### src/rtl/bsearch_pkg.sv
// Shared constants and types for the binary-search datapath and its controller.
package bsearch_pkg;

    localparam int unsigned DATA_W_DEF = 8;
    localparam int unsigned ADDR_W_DEF = 4;

    // Width of low/high: one extra bit for DEPTH, one for the sign of -1.
    localparam int unsigned IDX_W_DEF = ADDR_W_DEF + 2;

    localparam logic [2:0] EQZ_LT = 3'b100;
    localparam logic [2:0] EQZ_EQ = 3'b010;
    localparam logic [2:0] EQZ_GT = 3'b001;

    typedef logic signed [IDX_W_DEF-1:0] idx_t;

endpackage

### src/rtl/bsearch_datapath_if.sv
// Controller strobes, table write port and search-result signals of the datapath.
interface bsearch_datapath_if #(
    parameter int unsigned DATA_W = 8,
    parameter int unsigned ADDR_W = 4
);

    logic              ld1;
    logic              ld2;
    logic              ld4;
    logic              ld5;
    logic              ld6;
    logic              ld7;
    logic              c1;
    logic              c2;
    logic              done;
    logic [DATA_W-1:0] key_in;
    logic              wr_en;
    logic [ADDR_W-1:0] wr_addr;
    logic [DATA_W-1:0] wr_data;
    logic [2:0]        eqz;
    logic              signal;
    logic              result_valid;
    logic              result_found;
    logic [ADDR_W-1:0] result_idx;
    logic [ADDR_W:0]   probe_count;

    modport master (
        output ld1, ld2, ld4, ld5, ld6, ld7, c1, c2, done, key_in,
        output wr_en, wr_addr, wr_data,
        input  eqz, signal, result_valid, result_found, result_idx, probe_count
    );

    modport slave (
        input  ld1, ld2, ld4, ld5, ld6, ld7, c1, c2, done, key_in,
        input  wr_en, wr_addr, wr_data,
        output eqz, signal, result_valid, result_found, result_idx, probe_count
    );

endinterface

### src/rtl/bsearch_table.sv
// Sorted lookup table: single write port, registered read with read-before-write.
module bsearch_table #(
    parameter int unsigned DATA_W = 8,
    parameter int unsigned ADDR_W = 4,
    parameter int unsigned DEPTH  = 16
) (
    input  logic              clk,
    input  logic              rst_n,
    input  logic              wr_en,
    input  logic [ADDR_W-1:0] wr_addr,
    input  logic [DATA_W-1:0] wr_data,
    input  logic              rd_en,
    input  logic [ADDR_W-1:0] rd_addr,
    output logic [DATA_W-1:0] rd_data
);

    logic [DATA_W-1:0] mem [DEPTH];
    logic [DATA_W-1:0] rd_q;

    always_ff @(posedge clk) begin
        if (wr_en) begin
            mem[wr_addr] <= wr_data;
        end
    end

    // The read register samples the pre-edge array contents, so a colliding write is not seen.
    always_ff @(posedge clk or negedge rst_n) begin
        if (!rst_n) begin
            rd_q <= '0;
        end else if (rd_en) begin
            rd_q <= mem[rd_addr];
        end
    end

    assign rd_data = rd_q;

endmodule

### src/rtl/bsearch_datapath.sv
// Binary-search datapath: interval registers, probe compare, result capture.
module bsearch_datapath
    import bsearch_pkg::*;
#(
    parameter int unsigned DATA_W = DATA_W_DEF,
    parameter int unsigned ADDR_W = ADDR_W_DEF,
    parameter int unsigned DEPTH  = 2 ** ADDR_W
) (
    input  logic clk,
    input  logic rst_n,
    bsearch_datapath_if.slave bus
);

    localparam int unsigned IW = ADDR_W + 2;

    logic signed [IW-1:0] low_q, low_d;
    logic signed [IW-1:0] high_q, high_d;
    logic signed [IW:0]   sum;
    logic [ADDR_W-1:0]    mid_q, mid_d;
    logic [DATA_W-1:0]    r5;
    logic [DATA_W-1:0]    n_q;
    logic [ADDR_W:0]      probe_q;
    logic                 done_q;
    logic                 found_q;
    logic [ADDR_W-1:0]    idx_q;
    logic [2:0]           eqz_c;
    logic                 signal_c;
    logic                 search_init;
    logic                 result_pulse;

    assign search_init  = bus.ld1 & ~bus.c1;
    assign result_pulse = bus.done & ~done_q;

    always_comb begin
        low_d  = low_q;
        high_d = high_q;
        mid_d  = mid_q;
        sum    = (IW + 1)'(low_q) + (IW + 1)'(high_q);
        if (bus.ld1) begin
            low_d = bus.c1 ? IW'(mid_q) + IW'(1) : '0;
        end
        if (bus.ld2) begin
            high_d = bus.c2 ? IW'(mid_q) - IW'(1) : IW'(DEPTH - 1);
        end
        if (bus.ld4) begin
            mid_d = ADDR_W'(sum >>> 1);
        end
    end

    always_ff @(posedge clk or negedge rst_n) begin
        if (!rst_n) begin
            low_q  <= '0;
            high_q <= '0;
            mid_q  <= '0;
            n_q    <= '0;
            done_q <= 1'b0;
        end else begin
            low_q  <= low_d;
            high_q <= high_d;
            mid_q  <= mid_d;
            done_q <= bus.done;
            if (bus.ld6) begin
                n_q <= bus.key_in;
            end
        end
    end

    always_ff @(posedge clk or negedge rst_n) begin
        if (!rst_n) begin
            probe_q <= '0;
        end else if (search_init) begin
            probe_q <= '0;
        end else if (bus.ld7 && (probe_q != '1)) begin
            probe_q <= probe_q + 1'b1;
        end
    end

    // Capture wins over a coincident init; otherwise init clears the previous result.
    always_ff @(posedge clk or negedge rst_n) begin
        if (!rst_n) begin
            found_q <= 1'b0;
            idx_q   <= '0;
        end else if (result_pulse) begin
            found_q <= eqz_c[1] & ~signal_c;
            idx_q   <= mid_q;
        end else if (search_init) begin
            found_q <= 1'b0;
            idx_q   <= '0;
        end
    end

    bsearch_table #(
        .DATA_W(DATA_W),
        .ADDR_W(ADDR_W),
        .DEPTH (DEPTH)
    ) u_table (
        .clk    (clk),
        .rst_n  (rst_n),
        .wr_en  (bus.wr_en),
        .wr_addr(bus.wr_addr),
        .wr_data(bus.wr_data),
        .rd_en  (bus.ld5),
        .rd_addr(mid_q),
        .rd_data(r5)
    );

    always_comb begin
        eqz_c = EQZ_EQ;
        if (r5 < n_q) begin
            eqz_c = EQZ_LT;
        end else if (r5 > n_q) begin
            eqz_c = EQZ_GT;
        end
    end

    assign signal_c = low_q > high_q;

    assign bus.eqz          = eqz_c;
    assign bus.signal       = signal_c;
    assign bus.result_valid = result_pulse;
    assign bus.result_found = found_q;
    assign bus.result_idx   = idx_q;
    assign bus.probe_count  = probe_q;

endmodule

### src/flat_wrapper.sv
// flat-port wrapper written by rule: the top's interface ports become plain ports
module bsearch_datapath_flat import bsearch_pkg::*;
#(
    parameter int unsigned DATA_W = DATA_W_DEF,
    parameter int unsigned ADDR_W = ADDR_W_DEF,
    parameter int unsigned DEPTH  = 2 ** ADDR_W
)
  (clk, rst_n, bus_ld1, bus_ld2, bus_ld4, bus_ld5, bus_ld6, bus_ld7, bus_c1, bus_c2, bus_done, bus_key_in, bus_wr_en, bus_wr_addr, bus_wr_data, bus_eqz, bus_signal, bus_result_valid, bus_result_found, bus_result_idx, bus_probe_count);
  bsearch_datapath_if #(.DATA_W(DATA_W), .ADDR_W(ADDR_W)) bus_i ();
  input  logic clk;
  input  logic rst_n;
  input wire logic [$bits(bus_i.ld1)-1:0] bus_ld1;
  input wire logic [$bits(bus_i.ld2)-1:0] bus_ld2;
  input wire logic [$bits(bus_i.ld4)-1:0] bus_ld4;
  input wire logic [$bits(bus_i.ld5)-1:0] bus_ld5;
  input wire logic [$bits(bus_i.ld6)-1:0] bus_ld6;
  input wire logic [$bits(bus_i.ld7)-1:0] bus_ld7;
  input wire logic [$bits(bus_i.c1)-1:0] bus_c1;
  input wire logic [$bits(bus_i.c2)-1:0] bus_c2;
  input wire logic [$bits(bus_i.done)-1:0] bus_done;
  input wire logic [$bits(bus_i.key_in)-1:0] bus_key_in;
  input wire logic [$bits(bus_i.wr_en)-1:0] bus_wr_en;
  input wire logic [$bits(bus_i.wr_addr)-1:0] bus_wr_addr;
  input wire logic [$bits(bus_i.wr_data)-1:0] bus_wr_data;
  output wire logic [$bits(bus_i.eqz)-1:0] bus_eqz;
  output wire logic [$bits(bus_i.signal)-1:0] bus_signal;
  output wire logic [$bits(bus_i.result_valid)-1:0] bus_result_valid;
  output wire logic [$bits(bus_i.result_found)-1:0] bus_result_found;
  output wire logic [$bits(bus_i.result_idx)-1:0] bus_result_idx;
  output wire logic [$bits(bus_i.probe_count)-1:0] bus_probe_count;
  assign bus_i.ld1 = bus_ld1;
  assign bus_i.ld2 = bus_ld2;
  assign bus_i.ld4 = bus_ld4;
  assign bus_i.ld5 = bus_ld5;
  assign bus_i.ld6 = bus_ld6;
  assign bus_i.ld7 = bus_ld7;
  assign bus_i.c1 = bus_c1;
  assign bus_i.c2 = bus_c2;
  assign bus_i.done = bus_done;
  assign bus_i.key_in = bus_key_in;
  assign bus_i.wr_en = bus_wr_en;
  assign bus_i.wr_addr = bus_wr_addr;
  assign bus_i.wr_data = bus_wr_data;
  assign bus_eqz = bus_i.eqz;
  assign bus_signal = bus_i.signal;
  assign bus_result_valid = bus_i.result_valid;
  assign bus_result_found = bus_i.result_found;
  assign bus_result_idx = bus_i.result_idx;
  assign bus_probe_count = bus_i.probe_count;
  bsearch_datapath #(.DATA_W(DATA_W), .ADDR_W(ADDR_W), .DEPTH(DEPTH)) u_core (.clk(clk), .rst_n(rst_n), .bus(bus_i));
endmodule
### config.mk
export PLATFORM = sky130hd
export DESIGN_NAME = bsearch_datapath_flat
export DESIGN_NICKNAME = d
export VERILOG_FILES = /design/src/rtl/bsearch_pkg.sv /design/src/rtl/bsearch_datapath_if.sv /design/src/rtl/bsearch_table.sv /design/src/rtl/bsearch_datapath.sv /design/src/flat_wrapper.sv
export SDC_FILE = /design/constraint.sdc
export NUM_CORES = 1
export LEC_CHECK = 0
export BUFFER_PORTS_ARGS = -buffer_cell sky130_fd_sc_hd__buf_2
export CORE_MARGIN = 3
export CORE_UTILIZATION = 47
export DETAILED_ROUTE_END_ITERATION = 16
export GPL_TIMING_DRIVEN = 0
export PLACE_DENSITY = 0.67
export SKIP_LAST_GASP = 1
export SYNTH_ARGS = -nofsm -noshare
export SYNTH_HDL_FRONTEND = slang
export SYNTH_SLANG_ARGS = --single-unit
### constraint.sdc
create_clock -name clk -period 1.7 [get_ports clk]
set_clock_uncertainty 0.1 [all_clocks]
set_input_delay 0 -clock clk [delete_from_list [all_inputs] [get_ports clk]]
set_output_delay 0 -clock clk [all_outputs]
set_load 0.05 [all_outputs]
==> metrics.md <==
| Metric | Value |
|---|---|
| Hold Path Class | `primary input to flop` |
| Syn nets | `494` |
| Largest net degree at the start of global routing | `42` |
| GRT overflow | `0` |
| Final WL | `15000 um` |
| Filler cells | `1080` |
| Synthesized cell area | `0.00710 mm^2` |
| WL per Instance | `19.7 um` |
| Via count | `4141` |
| Crit-path leading delay family | `compound AO/OA/AOI/OAI gates` |
| Netlist cell types | `40` |
| Asr flop ratio synth | `0.243` |
| Most numerous cell in the Yosys netlist | `edfxtp_1` |
| Initial antenna violation count | `0` |
| Final slew viol count | `0` |
| VDD IR max | `0.873 mV` |
| Hold worst-path end | `u_core.bus.probe_count[4]` |
| # diodes | `0` |
| Critical Path RT | `1.60 ns` |
| Area of the multi-input gates | `0.00231 mm^2` |
| First-pass GRT wire length | `23700 um` |
| Worst Tran Pin Value | `1.31 ns` |
| Critical-path cell list | `ha_4 > a21o_1 > a21oi_2 > nand2_2 > a21boi_4 > nor2_2 > buf_6` |
| RePlAce Congestion | `0.830` |
| Complex-gate fraction of the synthesized area | `0.0500` |
| Fraction of layout cells with a size suffix above 1 | `0.359` |
| Post-Layout Cell Count | `761` |
| Main flop type after synthesis | `edfxtp_1` |
| CTS Root Buffer Type | `clkbuf_16` |
| PD cells | `1550 mW/mm^2` |
| Nets | `620` |
| Register bit count reported by yosys | `169` |
| Sequential cell area | `0.00487 mm^2` |
| CTS tree | `built` |
| Hpwl dp | `9390 um` |
| Fmax | `498 MHz` |
| Skew-Pair Late Insertion Delay | `0.42 ns` |
| Post-synth top cells | `edfxtp_1, nor2_1, dfrtp_1` |
| Vias in the first global route | `4374` |
| Register area share after synthesis | `0.686` |
| Crit path max-delay cell type | `dfrtp_1` |
| Overall Power | `14.0 mW` |
| Synthesized instance count | `439` |
| P&R area growth vs syn | `27.1%` |
| Die X-Extent | `129 um` |
| Die height | `129 um` |
| Post-synthesis mux area share | `0.121` |
| Fin worst setup slack | `-0.307 ns` |
| Clock Tree Buf Depth | `2` |
| Num CTS Buffers | `17` |
| Placed Instances | `666` |
| # clock sinks | `169` |
| Largest family of logic cells by synthesized area | `multiplexers` |
| Final Critical Period | `2.01 ns` |
| Top cell type's share of synthesized area | `0.541` |
| Reg-to-Reg End | `u_core.u_table.rd_data[0]` |
| Worst Hold Depth | `5` |
| Clk slew on worst S/H paths | `0.06 ns` |
| DRC Markers | `0` |
| Drt first pass iters | `4` |
| Failing checks | `negative setup slack` |
| Synth Area in XOR/XNOR | `0.0123` |
| I/O pin cnt | `47` |
| Avg Cell Area, Syn | `16.2 um^2` |
| Ranking of synthesized cells by area | `edfxtp_1, dfrtp_1, mux4_2, mux4_1, ha_1` |
| FF-to-FF path depth | `6` |
| Die area | `0.0166 mm^2` |
| Final hold vios | `0` |
| R2R Setup Slk | `-0.14 ns` |
| Worst Path Max Fanout | `2` |
| Slew margin rel. | `0.119` |
| # rows | `44` |
| Worst Path Buf+Inv | `1` |
| GRT Util Overall | `0.190` |
| # Max-Cap Violations | `0` |
| Status | `complete, but fails checks` |
| CP Class | `flop to primary output` |
| CP Capture Type | `primary output` |
| Pleak | `3.35 nW` |
| Post-DRT Antenna Nets | `0` |
| H-tree levels | `4` |
| Startpoint Class | `flop` |
| Largest stage delay, worst path | `0.42 ns` |
| # setup viols final | `14` |
| Synth area leader | `edfxtp_1` |
| Simple-Gate Fraction of Synth Area | `0.0626` |
| DR iter-0 viols | `212` |
| Synth Area in Adders | `0.0416` |
| Worst Min Path Start | `bus_ld7` |
| Placeable Area | `0.0146 mm^2` |
| Port buffer count | `43` |
| Fin crit share | `1.18` |
| Starting Density | `0.485` |
| Via density | `5.44` |
| Critical path arrival | `1.91 ns` |
| RSZ-0062 raised after global routing | `yes` |
| DP Worst Slack | `-0.410 ns` |
| Syn. warnings | `0` |
| RR Startpoint | `u_core.mid_q[0]` |
| EDFF count, synth | `128` |
routing by layer:
metal  up-vias  global-route usage  part of all wire
li1       1923                   -                 -
met1      2079               0.261              0.45
met2       117               0.300              0.48
met3        22              0.0378             0.040
met4         0              0.0809             0.025
met5         -                   0                 0
placed cells by master (no fill, tap or decap), types with 5 or more instances in the layout:
cell type / n
a21oi_1: 9
a21oi_2: 6
buf_2: 42
buf_4: 27
buf_6: 12
clkbuf_1: 8
clkbuf_16: 17
dfrtp_1: 37
dlygate4sd3_1: 32
edfxtp_1: 128
ha_1: 10
ha_4: 10
inv_1: 14
inv_2: 6
mux2i_1: 5
mux4_2: 29
nand2_1: 15
nand3_1: 10
nor2_1: 34
nor2_2: 10
nor2b_1: 5
o21ai_0: 13
o22ai_1: 9
o22ai_2: 5
xor2_1: 5
worst reg2reg max path, delay by kind of cell (launching register included):
family,cells,cell delay [ns]
buf+inv,1,0.17
compound gates,2,0.20
mux,2,0.64
simple gates,1,0.10
flops,1,0.51
flip-flops by register name, summed over array words and instances (netlist names):
| register | cells |
|---|---|
| u_core.done_q | 1 |
| u_core.low_q | 5 |
| u_core.bus.probe_count | 5 |
| u_core.n_q | 8 |
| u_core.u_table.mem | 128 |
| u_core.high_q | 5 |
| u_core.u_table.rd_data | 8 |
| u_core.bus.result_idx | 4 |
| u_core.bus.result_found | 1 |
| u_core.mid_q | 4 |
worst max path at each step:
stage / from / to / slack [ns] / cells after the start
after floorplan: u_core.low_q[1] / u_core.bus.result_found / -0.24 / 6
after global placement: bus_wr_addr[2] / u_core.u_table.mem[0][4] / -0.41 / 3
after detailed placement: bus_wr_addr[2] / u_core.u_table.mem[0][3] / -0.41 / 3
after CTS: u_core.low_q[3] / bus_signal / -0.31 / 6
after global routing: u_core.n_q[1] / bus_eqz[0] / -0.38 / 8
final: u_core.u_table.rd_data[3] / bus_eqz[0] / -0.31 / 7
per-stage QoR:
stage	util	TNS, ns	cell area, um^2	hold slack (ns)
final	0.616	-1.96	9030	0.0432
after global routing	0.616	-3.12	9030	0.0461
after global placement	0.521	-11.48	7620	0.0219
after CTS	0.602	-1.95	8820	0.00451
after floorplan	-	-0.939	7180	-0.396
after detailed placement	0.521	-11.53	7620	0.0282
repair_timing:
item                                   in CTS  in global routing
endpoints found under the hold margin     203                  8
resized for setup                          62                 30
setup endpoints to repair                  22                 31
buffers inserted                           22                 10
gates cloned                                1                  0
hold buffers                               30                  2
pin swaps                                  28                 18
report_power, final:
group / internal [mW] / switching [mW] / total [mW]
Sequential: 4.82 / 0.332 / 5.15
Clock: 1.98 / 1.45 / 3.43
Combinational: 2.74 / 2.71 / 5.45
logic make-up (layout without fill, tap and decap cells):
| group | Yosys count | in the layout |
|---|---|---|
| DFF | 169 | 169 |
| and+or+nand+nor | 97 | 97 |
| AOI/OAI and AO/OA | 60 | 60 |
| muxes | 41 | 41 |
| buffers and inverters | 39 | 177 |
| adders and majority gates | 23 | 23 |
| xor gates and xnor gates | 10 | 10 |
final cells by class:
type | instances | share of cell area
flip-flops and latches | 169 | 0.540
multi-input cells | 231 | 0.256
repair buffers | 107 | 0.0960
clock buffers | 21 | 0.0488
well taps | 184 | 0.0255
plain buffers | 18 | 0.0164
clock inverters | 10 | 0.00887
inverters | 21 | 0.00887
(Power assumes the default switching activity.)
